### src/rtl/prv664_btb_pkg.sv
`default_nettype none
// ============================================================================
// Module : prv664_btb_pkg
// Brief  : Shared types and constants for the set-associative BTB.
// Rev    : 1.0  initial release
// ============================================================================
package prv664_btb_pkg;

  localparam int c_XLEN   = 32;
  localparam int c_GO_LSB = 2;
  localparam int c_GO_W   = 2;
  localparam int c_IDX_LSB = c_GO_LSB + c_GO_W;

  localparam logic [2:0] c_BT_NONE = 3'd0;
  localparam logic [2:0] c_BT_COND = 3'd1;
  localparam logic [2:0] c_BT_JAL  = 3'd2;
  localparam logic [2:0] c_BT_JALR = 3'd3;
  localparam logic [2:0] c_BT_CALL = 3'd4;
  localparam logic [2:0] c_BT_RET  = 3'd5;

  // Stored tags are zero-extended to XLEN so the entry layout is independent
  // of the TAG_LEN parameter of the instantiating module.
  typedef struct packed {
    logic              valid;
    logic [c_XLEN-1:0] tag;
    logic [c_GO_W-1:0] groupoffset;
    logic [2:0]        branchtype;
    logic [c_XLEN-1:0] target;
  } btb_entry_t;

  typedef enum logic [0:0] {
    FL_IDLE  = 1'b0,
    FL_FLUSH = 1'b1
  } flush_state_e;

endpackage
`default_nettype wire

### src/rtl/btb_set_way_sel.sv
`default_nettype none
// ============================================================================
// Module : btb_set_way_sel
// Brief  : Hit-way, lowest-invalid-way and victim-way selection for one set.
// Rev    : 1.0  initial release
// ============================================================================
module btb_set_way_sel
  import prv664_btb_pkg::*;
#(
  parameter  int WAYS = 2,
  localparam int c_WW = $clog2(WAYS)
) (
  input  logic [WAYS-1:0]   valid_i,
  input  logic [c_XLEN-1:0] tags_i [WAYS],
  input  logic [c_XLEN-1:0] tag_i,
  input  logic [c_WW-1:0]   victim_i,
  output logic              hit_o,
  output logic [c_WW-1:0]   hit_way_o,
  output logic [c_WW-1:0]   fill_way_o,
  output logic              advance_o
);

  logic            w_has_inv;
  logic [c_WW-1:0] w_inv_way;

  // Descending scan so the lowest matching way is the last one assigned.
  always_comb begin
    hit_o     = 1'b0;
    hit_way_o = '0;
    w_has_inv = 1'b0;
    w_inv_way = '0;
    for (int w = WAYS - 1; w >= 0; w--) begin
      if (valid_i[w] && (tags_i[w] == tag_i)) begin
        hit_o     = 1'b1;
        hit_way_o = c_WW'(w);
      end
      if (!valid_i[w]) begin
        w_has_inv = 1'b1;
        w_inv_way = c_WW'(w);
      end
    end
  end

  assign fill_way_o = hit_o ? hit_way_o : (w_has_inv ? w_inv_way : victim_i);
  assign advance_o  = !hit_o && !w_has_inv;

endmodule
`default_nettype wire

### src/rtl/btb_assoc.sv
`default_nettype none
// ============================================================================
// Module : btb_assoc
// Brief  : N-way set-associative BTB, 1-cycle registered lookup, round-robin
//          replacement and a SETS-cycle flush sweep. Optional same-cycle
//          write-to-read bypass enabled by macro BTB_WR_BYPASS_EN.
// Rev    : 1.0  initial release
// ============================================================================
module btb_assoc
  import prv664_btb_pkg::*;
#(
  parameter int SETS    = 16,
  parameter int WAYS    = 2,
  parameter int TAG_LEN = 20
) (
  input  logic              clk_i,
  input  logic              rst_i,
  input  logic              btb_rd_req_i,
  input  logic [c_XLEN-1:0] btb_rd_pc_i,
  output logic              btb_rd_valid_o,
  output logic              btb_rd_hit_o,
  output logic [c_XLEN-1:0] btb_rd_predictedpc_o,
  output logic [1:0]        btb_rd_groupoffset_o,
  output logic [2:0]        btb_rd_branchtype_o,
  input  logic              btb_wr_req_i,
  input  logic [c_XLEN-1:0] btb_wr_pc_i,
  input  logic [c_XLEN-1:0] btb_wr_predictedpc_i,
  input  logic [2:0]        btb_wr_branchtype_i,
  input  logic              btb_flush_i,
  output logic              btb_busy_o
);

  localparam int c_IW      = $clog2(SETS);
  localparam int c_WW      = $clog2(WAYS);
  localparam int c_TAG_LSB = c_IDX_LSB + c_IW;

  btb_entry_t      mem_q    [SETS][WAYS];
  logic [c_WW-1:0] victim_q [SETS];

  flush_state_e    state_q, state_d;
  logic [c_IW-1:0] cnt_q, cnt_d;
  logic            w_busy;

  logic              rd_valid_q;
  logic              rd_hit_q, rd_hit_d;
  logic [c_XLEN-1:0] rd_target_q, rd_target_d;
  logic [c_GO_W-1:0] rd_go_q, rd_go_d;
  logic [2:0]        rd_type_q, rd_type_d;

  // Address decomposition
  logic [c_IW-1:0]   w_rd_idx, w_wr_idx;
  logic [c_XLEN-1:0] w_rd_tag, w_wr_tag;

  assign w_rd_idx = btb_rd_pc_i[c_IDX_LSB +: c_IW];
  assign w_wr_idx = btb_wr_pc_i[c_IDX_LSB +: c_IW];
  assign w_rd_tag = c_XLEN'(btb_rd_pc_i[c_TAG_LSB +: TAG_LEN]);
  assign w_wr_tag = c_XLEN'(btb_wr_pc_i[c_TAG_LSB +: TAG_LEN]);

  logic [WAYS-1:0]   w_rd_valid, w_wr_valid;
  logic [c_XLEN-1:0] w_rd_tags [WAYS];
  logic [c_XLEN-1:0] w_wr_tags [WAYS];

  always_comb begin
    for (int w = 0; w < WAYS; w++) begin
      w_rd_valid[w] = mem_q[w_rd_idx][w].valid;
      w_rd_tags[w]  = mem_q[w_rd_idx][w].tag;
      w_wr_valid[w] = mem_q[w_wr_idx][w].valid;
      w_wr_tags[w]  = mem_q[w_wr_idx][w].tag;
    end
  end

  logic            w_rd_hit, w_rd_unused_adv;
  logic [c_WW-1:0] w_rd_hit_way, w_rd_unused_way;
  logic            w_wr_unused_hit, w_wr_adv;
  logic [c_WW-1:0] w_wr_unused_hit_way, w_wr_way;

  btb_set_way_sel #(.WAYS(WAYS)) u_rd_sel (
    .valid_i    (w_rd_valid),
    .tags_i     (w_rd_tags),
    .tag_i      (w_rd_tag),
    .victim_i   (victim_q[w_rd_idx]),
    .hit_o      (w_rd_hit),
    .hit_way_o  (w_rd_hit_way),
    .fill_way_o (w_rd_unused_way),
    .advance_o  (w_rd_unused_adv)
  );

  btb_set_way_sel #(.WAYS(WAYS)) u_wr_sel (
    .valid_i    (w_wr_valid),
    .tags_i     (w_wr_tags),
    .tag_i      (w_wr_tag),
    .victim_i   (victim_q[w_wr_idx]),
    .hit_o      (w_wr_unused_hit),
    .hit_way_o  (w_wr_unused_hit_way),
    .fill_way_o (w_wr_way),
    .advance_o  (w_wr_adv)
  );

  // Flush sweep: the request cycle itself clears set 0, so IDLE->FLUSH loads 1.
  always_comb begin
    state_d = state_q;
    cnt_d   = cnt_q;
    w_busy  = 1'b0;
    case (state_q)
      FL_IDLE: begin
        if (btb_flush_i) begin
          w_busy  = 1'b1;
          state_d = FL_FLUSH;
          cnt_d   = c_IW'(1);
        end
      end
      FL_FLUSH: begin
        w_busy = 1'b1;
        cnt_d  = cnt_q + 1'b1;
        if (cnt_q == c_IW'(SETS - 1)) begin
          state_d = FL_IDLE;
        end
      end
      default: begin
        state_d = FL_IDLE;
        cnt_d   = '0;
      end
    endcase
  end

  always_ff @(posedge clk_i) begin
    if (rst_i) begin
      state_q <= FL_IDLE;
      cnt_q   <= '0;
    end else begin
      state_q <= state_d;
      cnt_q   <= cnt_d;
    end
  end

  logic       w_wr_accept;
  btb_entry_t w_wr_entry;

  assign w_wr_accept = btb_wr_req_i && !w_busy;

  always_comb begin
    w_wr_entry             = '0;
    w_wr_entry.valid       = 1'b1;
    w_wr_entry.tag         = w_wr_tag;
    w_wr_entry.groupoffset = btb_wr_pc_i[c_GO_LSB +: c_GO_W];
    w_wr_entry.branchtype  = btb_wr_branchtype_i;
    w_wr_entry.target      = btb_wr_predictedpc_i;
  end

  // Only valid bits and victim pointers are reset; payload fields are not.
  always_ff @(posedge clk_i) begin
    if (rst_i) begin
      for (int s = 0; s < SETS; s++) begin
        victim_q[s] <= '0;
        for (int w = 0; w < WAYS; w++) begin
          mem_q[s][w].valid <= 1'b0;
        end
      end
    end else begin
      if (w_busy) begin
        victim_q[cnt_q] <= '0;
        for (int w = 0; w < WAYS; w++) begin
          mem_q[cnt_q][w].valid <= 1'b0;
        end
      end
      if (w_wr_accept) begin
        mem_q[w_wr_idx][w_wr_way] <= w_wr_entry;
        if (w_wr_adv) begin
          victim_q[w_wr_idx] <= victim_q[w_wr_idx] + 1'b1;
        end
      end
    end
  end

  always_comb begin
    rd_hit_d    = 1'b0;
    rd_target_d = '0;
    rd_go_d     = '0;
    rd_type_d   = '0;
    if (btb_rd_req_i && w_rd_hit && !w_busy) begin
      rd_hit_d    = 1'b1;
      rd_target_d = mem_q[w_rd_idx][w_rd_hit_way].target;
      rd_go_d     = mem_q[w_rd_idx][w_rd_hit_way].groupoffset;
      rd_type_d   = mem_q[w_rd_idx][w_rd_hit_way].branchtype;
    end
`ifdef BTB_WR_BYPASS_EN
    if (btb_rd_req_i && w_wr_accept && (w_rd_idx == w_wr_idx) && (w_rd_tag == w_wr_tag)) begin
      rd_hit_d    = 1'b1;
      rd_target_d = btb_wr_predictedpc_i;
      rd_go_d     = btb_wr_pc_i[c_GO_LSB +: c_GO_W];
      rd_type_d   = btb_wr_branchtype_i;
    end
`endif
  end

  always_ff @(posedge clk_i) begin
    if (rst_i) begin
      rd_valid_q  <= 1'b0;
      rd_hit_q    <= 1'b0;
      rd_target_q <= '0;
      rd_go_q     <= '0;
      rd_type_q   <= '0;
    end else begin
      rd_valid_q  <= btb_rd_req_i;
      rd_hit_q    <= rd_hit_d;
      rd_target_q <= rd_target_d;
      rd_go_q     <= rd_go_d;
      rd_type_q   <= rd_type_d;
    end
  end

  assign btb_rd_valid_o       = rd_valid_q;
  assign btb_rd_hit_o         = rd_hit_q;
  assign btb_rd_predictedpc_o = rd_target_q;
  assign btb_rd_groupoffset_o = rd_go_q;
  assign btb_rd_branchtype_o  = rd_type_q;
  assign btb_busy_o           = w_busy && !rst_i;

  // Offset and upper PC bits, and the selector outputs one side never needs.
  logic w_unused;
  assign w_unused = ^{btb_rd_pc_i, btb_wr_pc_i, w_rd_unused_way, w_rd_unused_adv,
                      w_wr_unused_hit, w_wr_unused_hit_way};

endmodule
`default_nettype wire

### config.mk
export PLATFORM = sky130hd
export DESIGN_NAME = btb_assoc
export DESIGN_NICKNAME = d
export VERILOG_FILES = /design/src/rtl/prv664_btb_pkg.sv /design/src/rtl/btb_set_way_sel.sv /design/src/rtl/btb_assoc.sv
export SDC_FILE = /design/constraint.sdc
export NUM_CORES = 2
export LEC_CHECK = 0
export BUFFER_PORTS_ARGS = -buffer_cell sky130_fd_sc_hd__buf_2
export CAP_MARGIN = 20
export CORE_MARGIN = 4
export CORE_UTILIZATION = 55
export DETAILED_ROUTE_END_ITERATION = 16
export PLACE_DENSITY_LB_ADDON = 0.2
export SYNTH_ARGS = -nofsm -noshare
export SYNTH_HDL_FRONTEND = slang
export SYNTH_SLANG_ARGS = --single-unit
### constraint.sdc
create_clock -name clk_i -period 18.9 [get_ports clk_i]
set_input_delay 0.945 -clock clk_i [delete_from_list [all_inputs] [get_ports clk_i]]
set_output_delay 0.945 -clock clk_i [all_outputs]
set_load 0.02 [all_outputs]
**Word level (Yosys, flattened, before mapping)**

Memories as Yosys holds them, arrays and structs flattened.
Cells that the tools add are included.

- Logic and storage cells: 90
- Memory bits (writable): 1872
- ROM bits: 0
- Memories kept: 2
- Input bits: 104
- Bits in registers: 44
- Bits in latches: 0
- Output and inout port bits: 40

- Eq/ne operators: 6
- Shifts and indexed selects: 0
- Reduce and logical (&&, ||, !) cells: 19
- Order comparisons: 3
- $mul: 0
- $add $sub $neg: 2
- Bitwise operators: 4
- Muxes and demuxes: 47
- Div/mod/pow operators: 0

Memory list:

| memory | depth | bits a word | rd ports | clocked after Yosys merged registers in | wr ports | RTL line | text |
|---|---|---|---|---|---|---|---|
| mem_q | 16 | 116 | 2 | 0 | 16 | btb_assoc.sv:37 | `btb_entry_t mem_q [SETS][WAYS];` |
| victim_q | 16 | 1 | 1 | 0 | 16 | btb_assoc.sv:38 | `logic [c_WW-1:0] victim_q [SETS];` |

Operators with widths:

| kind | number |
|---|---|
| 116-bit two-way mux | 3 |
| 116-bit OR reduction | 2 |
| 140-bit two-way mux | 1 |
| 32-bit by 20-bit equality test with 1-bit output | 4 |
| 37-bit two-way mux | 3 |
| 70-bit demux with 1-bit select | 1 |
| 70-bit two-way mux | 1 |
| 1-bit two-way mux | 29 |
| 4-bit two-way mux | 5 |
| 1-bit logical AND | 10 |
| 4-bit case mux with 2 select lines | 1 |
| 4-bit by 1-bit adder with 4-bit output (second input constant) | 1 |
| 4-bit equality test (second input constant) | 1 |
| 2-bit >= comparator (second input constant) | 2 |
| 1-bit zero test | 4 |
| 1-bit NOT with 2-bit output | 2 |
| 1-bit case mux with 2 select lines | 2 |
| 2-bit by 1-bit less-than comparator with 1-bit output (second input constant) | 1 |
| 2-bit two-way mux | 1 |
| 2-bit != test (second input constant) | 1 |
| 1-bit NOT | 2 |
| 1-bit OR reduction | 2 |
| 2-bit OR reduction | 1 |
| 1-bit adder (second input constant) | 1 |

**Logic depth before layout (Yosys ltp)**

An unclocked memory read counts as a cell.

- Word-level depth: 14
- Mapped depth: 17
- Gate-level depth less buffers: 9

**Modules after synthesis**

A second synthesis with hierarchy kept.

- Cells, all modules: 3658
- Area total of the unflattened synthesis: 79892.9 um2

Modules (own cells, without submodules):

| module | area an instance (um2) | cells an instance | times used | seq. area each (um2) |
|---|---|---|---|---|
| btb_assoc | 78316.4 | 3458 | 1 | 57094.8 |
| btb_set_way_sel | 788.3 | 100 | 2 | 0.0 |

**Worst setup path before layout**

OpenSTA, ideal clock, no wires.

- Path kind: input to register
- From: input port btb_wr_pc_i[4]
- To: memory mem_q[10][100] in the netlist's numbering, enable pin
- Setup time: 472 ps
- Path buffers: 6
- Data required time: 18428 ps
- Slack: 11983 ps
- Stages on the path: 12
- Arrival time: 6445 ps
- Cells stage by stage: clkbuf_1 buf_4 buf_4 buf_4 buf_2 mux4_2 mux4_2 o21ai_1 a21boi_0 o21ai_1 clkbuf_1 nor2_1

RTL lines:

| element | RTL line | text |
|---|---|---|
| start: declaration | btb_assoc.sv:26 | `input logic [c_XLEN-1:0] btb_wr_pc_i,` |
| end: declaration | btb_assoc.sv:37 |  |

==> flow_results.xml <==
<?xml version="1.0" encoding="UTF-8"?>
<metrics>
  <group name="clocking">
    <metric name="number_of_cts_inserted_buffers" unit="">190</metric>
    <metric name="clock_latency" unit="ns">0.83</metric>
    <metric name="tritoncts" unit="">done</metric>
    <metric name="cts.sinks" unit="">1916</metric>
    <metric name="h-tree-depth" unit="">4</metric>
    <metric name="clkTransAtPathRegs" unit="ns">0.06</metric>
    <metric name="clk_root_buffer_cell" unit="">sky130_fd_sc_hd__clkbuf_16</metric>
    <metric name="post_cts_resize_count" unit="">0</metric>
    <metric name="cts.repair_timing.setup_buffer_count" unit="">0</metric>
    <metric name="ctsLongestPathBuffers" unit="">3</metric>
    <metric name="post_cts_hold_buffer_count" unit="">0</metric>
  </group>
  <group name="sta">
    <metric name="finalWorstPathRequiredPeriod" unit="ns">7.322</metric>
    <metric name="max_freq" unit="MHz">136.6</metric>
    <metric name="final_max_slew_viol_count" unit="">0</metric>
    <metric name="tns" unit="ns">0</metric>
    <metric name="timing.hold.ws" unit="ns">0.4909</metric>
    <metric name="min_period_over_period" unit="%">38.74</metric>
    <metric name="max_slew_margin" unit="%">23.67</metric>
    <metric name="rsz0062_at_grt" unit="">no</metric>
    <metric name="final.setup_skew" unit="ns">0.03118</metric>
    <metric name="final-hold-violation-count" unit="">0</metric>
    <metric name="fin_worst_setup_slack" unit="ns">11.58</metric>
    <metric name="timing_worst_slew_pin_value" unit="ns">1.145</metric>
    <metric name="setup_violation_total_in_the_final_timing_report" unit="">0</metric>
  </group>
  <group name="placed_design">
    <metric name="dp_hpwl" unit="mm">107.1</metric>
    <metric name="gp_congestion" unit="">0.8236</metric>
    <metric name="buffer_ports.inserted" unit="">129</metric>
    <metric name="placement.setup.worst_slack" unit="ns">10.69</metric>
    <metric name="dp_cells" unit="">5564</metric>
  </group>
  <group name="route">
    <metric name="detailroute.via_count" unit="">39890</metric>
    <metric name="drtIter0Drc" unit="">4683</metric>
    <metric name="detailedRoute.firstPassIterationCount" unit="">5</metric>
    <metric name="detail_route.wirelength" unit="mm">201.8</metric>
    <metric name="avgRoutedWirePerCell" unit="um">34.00</metric>
    <metric name="detail_route.drc_violations" unit="">0</metric>
    <metric name="avgViaCountPerCell" unit="">6.722</metric>
    <metric name="post_detailed_route_count_of_antenna_violating_nets" unit="">0</metric>
  </group>
  <group name="floorplan">
    <metric name="floorplan.initialDensity" unit="%">55.53</metric>
    <metric name="io_pins" unit="">144</metric>
    <metric name="die-width" unit="um">389.3</metric>
    <metric name="core" unit="um^2">144000</metric>
    <metric name="die_area" unit="um^2">151600</metric>
    <metric name="rows" unit="">139</metric>
    <metric name="chipHeight" unit="um">389.3</metric>
  </group>
  <group name="global_routing">
    <metric name="number_of_antenna_violations_at_the_first_check_in_global_routing" unit="">8</metric>
    <metric name="pin_count_of_the_biggest_net_entering_global_routing" unit="">88</metric>
    <metric name="grt_pass1_wl" unit="mm">291.4</metric>
    <metric name="grt.total_usage" unit="%">26.96</metric>
    <metric name="grt_overflow_total" unit="">0</metric>
    <metric name="first_global_vias" unit="">40490</metric>
  </group>
  <group name="logic_synthesis">
    <metric name="mapped_nets" unit="">3795</metric>
    <metric name="register_area_share_after_synthesis" unit="%">71.39</metric>
    <metric name="number_of_enable_flip_flop_cells_after_synthesis" unit="">1872</metric>
    <metric name="synth_unique_cells" unit="">57</metric>
    <metric name="netlist_area_pre_place" unit="um^2">79970</metric>
    <metric name="synth-main-ff-cell" unit="">sky130_fd_sc_hd__edfxtp_1</metric>
    <metric name="postSynthRegisterBits" unit="">1916</metric>
    <metric name="async_flop_share" unit="%">0</metric>
    <metric name="yosysWarningCount" unit="">0</metric>
    <metric name="syn-instance-count" unit="">3690</metric>
    <metric name="synth.avg_cell_area" unit="um^2">21.67</metric>
  </group>
  <group name="run">
    <metric name="timing.max_cap.violations" unit="">0</metric>
  </group>
  <group name="setup_path">
    <metric name="cp_max_fo" unit="">85</metric>
    <metric name="critPathKind" unit="">input pin to register</metric>
    <metric name="cp_data_arrival_time" unit="ns">7.76</metric>
    <metric name="worst_setup_path_end_kind" unit="">register</metric>
    <metric name="worst_r2r_path_depth" unit="">13</metric>
    <metric name="worst_ep_required_time" unit="ns">19.34</metric>
    <metric name="critPathLaunchType" unit="">input pin</metric>
  </group>
  <group name="finish">
    <metric name="syn_to_final_growth" unit="%">11.50</metric>
    <metric name="mostFrequentLayoutCells" unit="">sky130_fd_sc_hd__edfxtp_1, sky130_fd_sc_hd__mux4_2, sky130_fd_sc_hd__clkbuf_16, sky130_fd_sc_hd__buf_2, sky130_fd_sc_hd__mux2i_1</metric>
    <metric name="post_layout_instance_count_excluding_filler_cells" unit="">5934</metric>
    <metric name="drive_above_1_share" unit="%">31.45</metric>
    <metric name="final_common_cell" unit="">sky130_fd_sc_hd__edfxtp_1</metric>
    <metric name="design.final.nets" unit="">3966</metric>
  </group>
  <group name="worst_hold_path">
    <metric name="min-delay-path-class" unit="">input pin to register</metric>
    <metric name="hold-path-cell-count" unit="">4</metric>
  </group>
  <group name="outcome">
    <metric name="status" unit="">complete, no violations</metric>
  </group>
  <group name="power">
    <metric name="power.density" unit="nW/um^2">98.36</metric>
    <metric name="peakVddDrop" unit="uV">79.91</metric>
    <metric name="leakage" unit="nW">28.69</metric>
  </group>
</metrics>
-- state kept, by name, summed over array words and instances, names as in the netlist --
signal / count
btb_rd_hit_o: 1
state_q: 1
victim_q: 16
cnt_q: 4
btb_rd_predictedpc_o: 32
btb_rd_branchtype_o: 3
btb_rd_groupoffset_o: 2
btb_rd_valid_o: 1
mem_q: 1856
-- synth_stat cells (9+ instances only) --
master / number / area [um^2]
sky130_fd_sc_hd__nand4_1: 16 / 100.1
sky130_fd_sc_hd__and2_1: 64 / 400.4
sky130_fd_sc_hd__edfxtp_1: 1872 / 56210
sky130_fd_sc_hd__mux2i_1: 115 / 1151
sky130_fd_sc_hd__o21ai_0: 21 / 105.1
sky130_fd_sc_hd__a311o_1: 16 / 160.2
sky130_fd_sc_hd__buf_6: 10 / 112.6
sky130_fd_sc_hd__a22o_1: 15 / 131.4
sky130_fd_sc_hd__mux4_2: 722 / 16260
sky130_fd_sc_hd__buf_4: 19 / 142.6
sky130_fd_sc_hd__a22oi_1: 29 / 217.7
sky130_fd_sc_hd__nand2_1: 76 / 285.3
sky130_fd_sc_hd__o21bai_1: 10 / 75.07
sky130_fd_sc_hd__and3_1: 14 / 87.58
sky130_fd_sc_hd__nand3_1: 9 / 45.04
sky130_fd_sc_hd__nor4_1: 9 / 56.30
sky130_fd_sc_hd__dfxtp_1: 44 / 880.8
sky130_fd_sc_hd__a21oi_1: 59 / 295.3
sky130_fd_sc_hd__clkbuf_1: 122 / 457.9
sky130_fd_sc_hd__buf_1: 50 / 187.7
sky130_fd_sc_hd__or3b_1: 34 / 297.8
sky130_fd_sc_hd__buf_2: 49 / 245.2
sky130_fd_sc_hd__o21ai_1: 10 / 50.05
sky130_fd_sc_hd__nor2_1: 90 / 337.8
sky130_fd_sc_hd__o31ai_1: 17 / 127.6
sky130_fd_sc_hd__xnor2_1: 48 / 420.4
sky130_fd_sc_hd__nor3_1: 20 / 100.1
sky130_fd_sc_hd__xor2_1: 42 / 367.9
sky130_fd_sc_hd__a31oi_1: 13 / 81.33
-- final cells by class --
type,instances,area (um^2)
well taps,1903,2381
clock inverters,117,1028
clock buffers,239,5030
flip-flops and latches,1916,57090
multi-input cells,1520,21990
repair buffers,229,1612
diodes,6,15.01
fillers,9843,54840
inverters,4,15.01
-- critical path, stage by stage --
cell	delay (ns)
sky130_fd_sc_hd__buf_8	0.42
sky130_fd_sc_hd__buf_12	0.46
sky130_fd_sc_hd__buf_4	0.70
sky130_fd_sc_hd__mux4_2	0.62
sky130_fd_sc_hd__a22oi_1	0.24
sky130_fd_sc_hd__a21oi_1	0.10
sky130_fd_sc_hd__nor4_1	0.75
sky130_fd_sc_hd__and4_1	0.39
sky130_fd_sc_hd__o2111a_1	0.21
sky130_fd_sc_hd__buf_4	0.27
sky130_fd_sc_hd__o21ai_4	0.06
sky130_fd_sc_hd__buf_4	0.33
sky130_fd_sc_hd__nor2_4	0.61
sky130_fd_sc_hd__buf_4	0.62
sky130_fd_sc_hd__buf_4	0.63
-- routing by layer --
| metal | wire length (um) | track usage [%] | vias up |
|---|---|---|---|
| met5 | 0 | 0 | - |
| met4 | 6614 | 8.887 | 0 |
| met3 | 16860 | 4.247 | 338 |
| met2 | 100300 | 43.63 | 1920 |
| met1 | 78060 | 38.34 | 21480 |
| li1 | - | - | 16150 |
-- metrics by stage --
stage	util, %	power [mW]	instance area [um^2]
3_3_place_gp	57.57	5.191	82900
6_report	61.92	8.771	89170
4_1_cts	61.78	8.822	88960
3_5_place_dp	57.57	5.194	82900
2_1_floorplan	-	5.056	79970
5_1_grt	61.91	9.034	89160
-- cell families after synthesis --
| family | after synthesis | synth area share, % |
|---|---|---|
| adder cells (fa/ha/maj) | 1 | 0.01564 |
| AND/OR/NAND/NOR | 369 | 2.464 |
| flip-flops | 1916 | 71.39 |
| buffers and inverters | 254 | 1.452 |
| AO/OA/AOI/OAI | 222 | 1.901 |
| multiplexers | 838 | 21.79 |
| XOR/XNOR | 90 | 0.9857 |
-- power by group --
group | switching [mW] | internal [mW] | total [mW]
Clock | 1.62 | 2.05 | 3.67
Combinational | 0.257 | 0.209 | 0.466
Sequential | 0.00462 | 4.63 | 4.64
Total | 1.88 | 6.89 | 8.77
-- final timing paths --
check / endpoint / slack [ns] / startpoint
worst min register to register: state_q / 0.59 / cnt_q[3]
worst max-delay path: mem_q[13][113] / 11.58 / btb_wr_pc_i[4]
worst min-delay path: cnt_q[1] / 0.49 / btb_flush_i
worst max register to register: mem_q[13][113] / 12.91 / mem_q[7][113]
(Power assumes the default switching activity.)
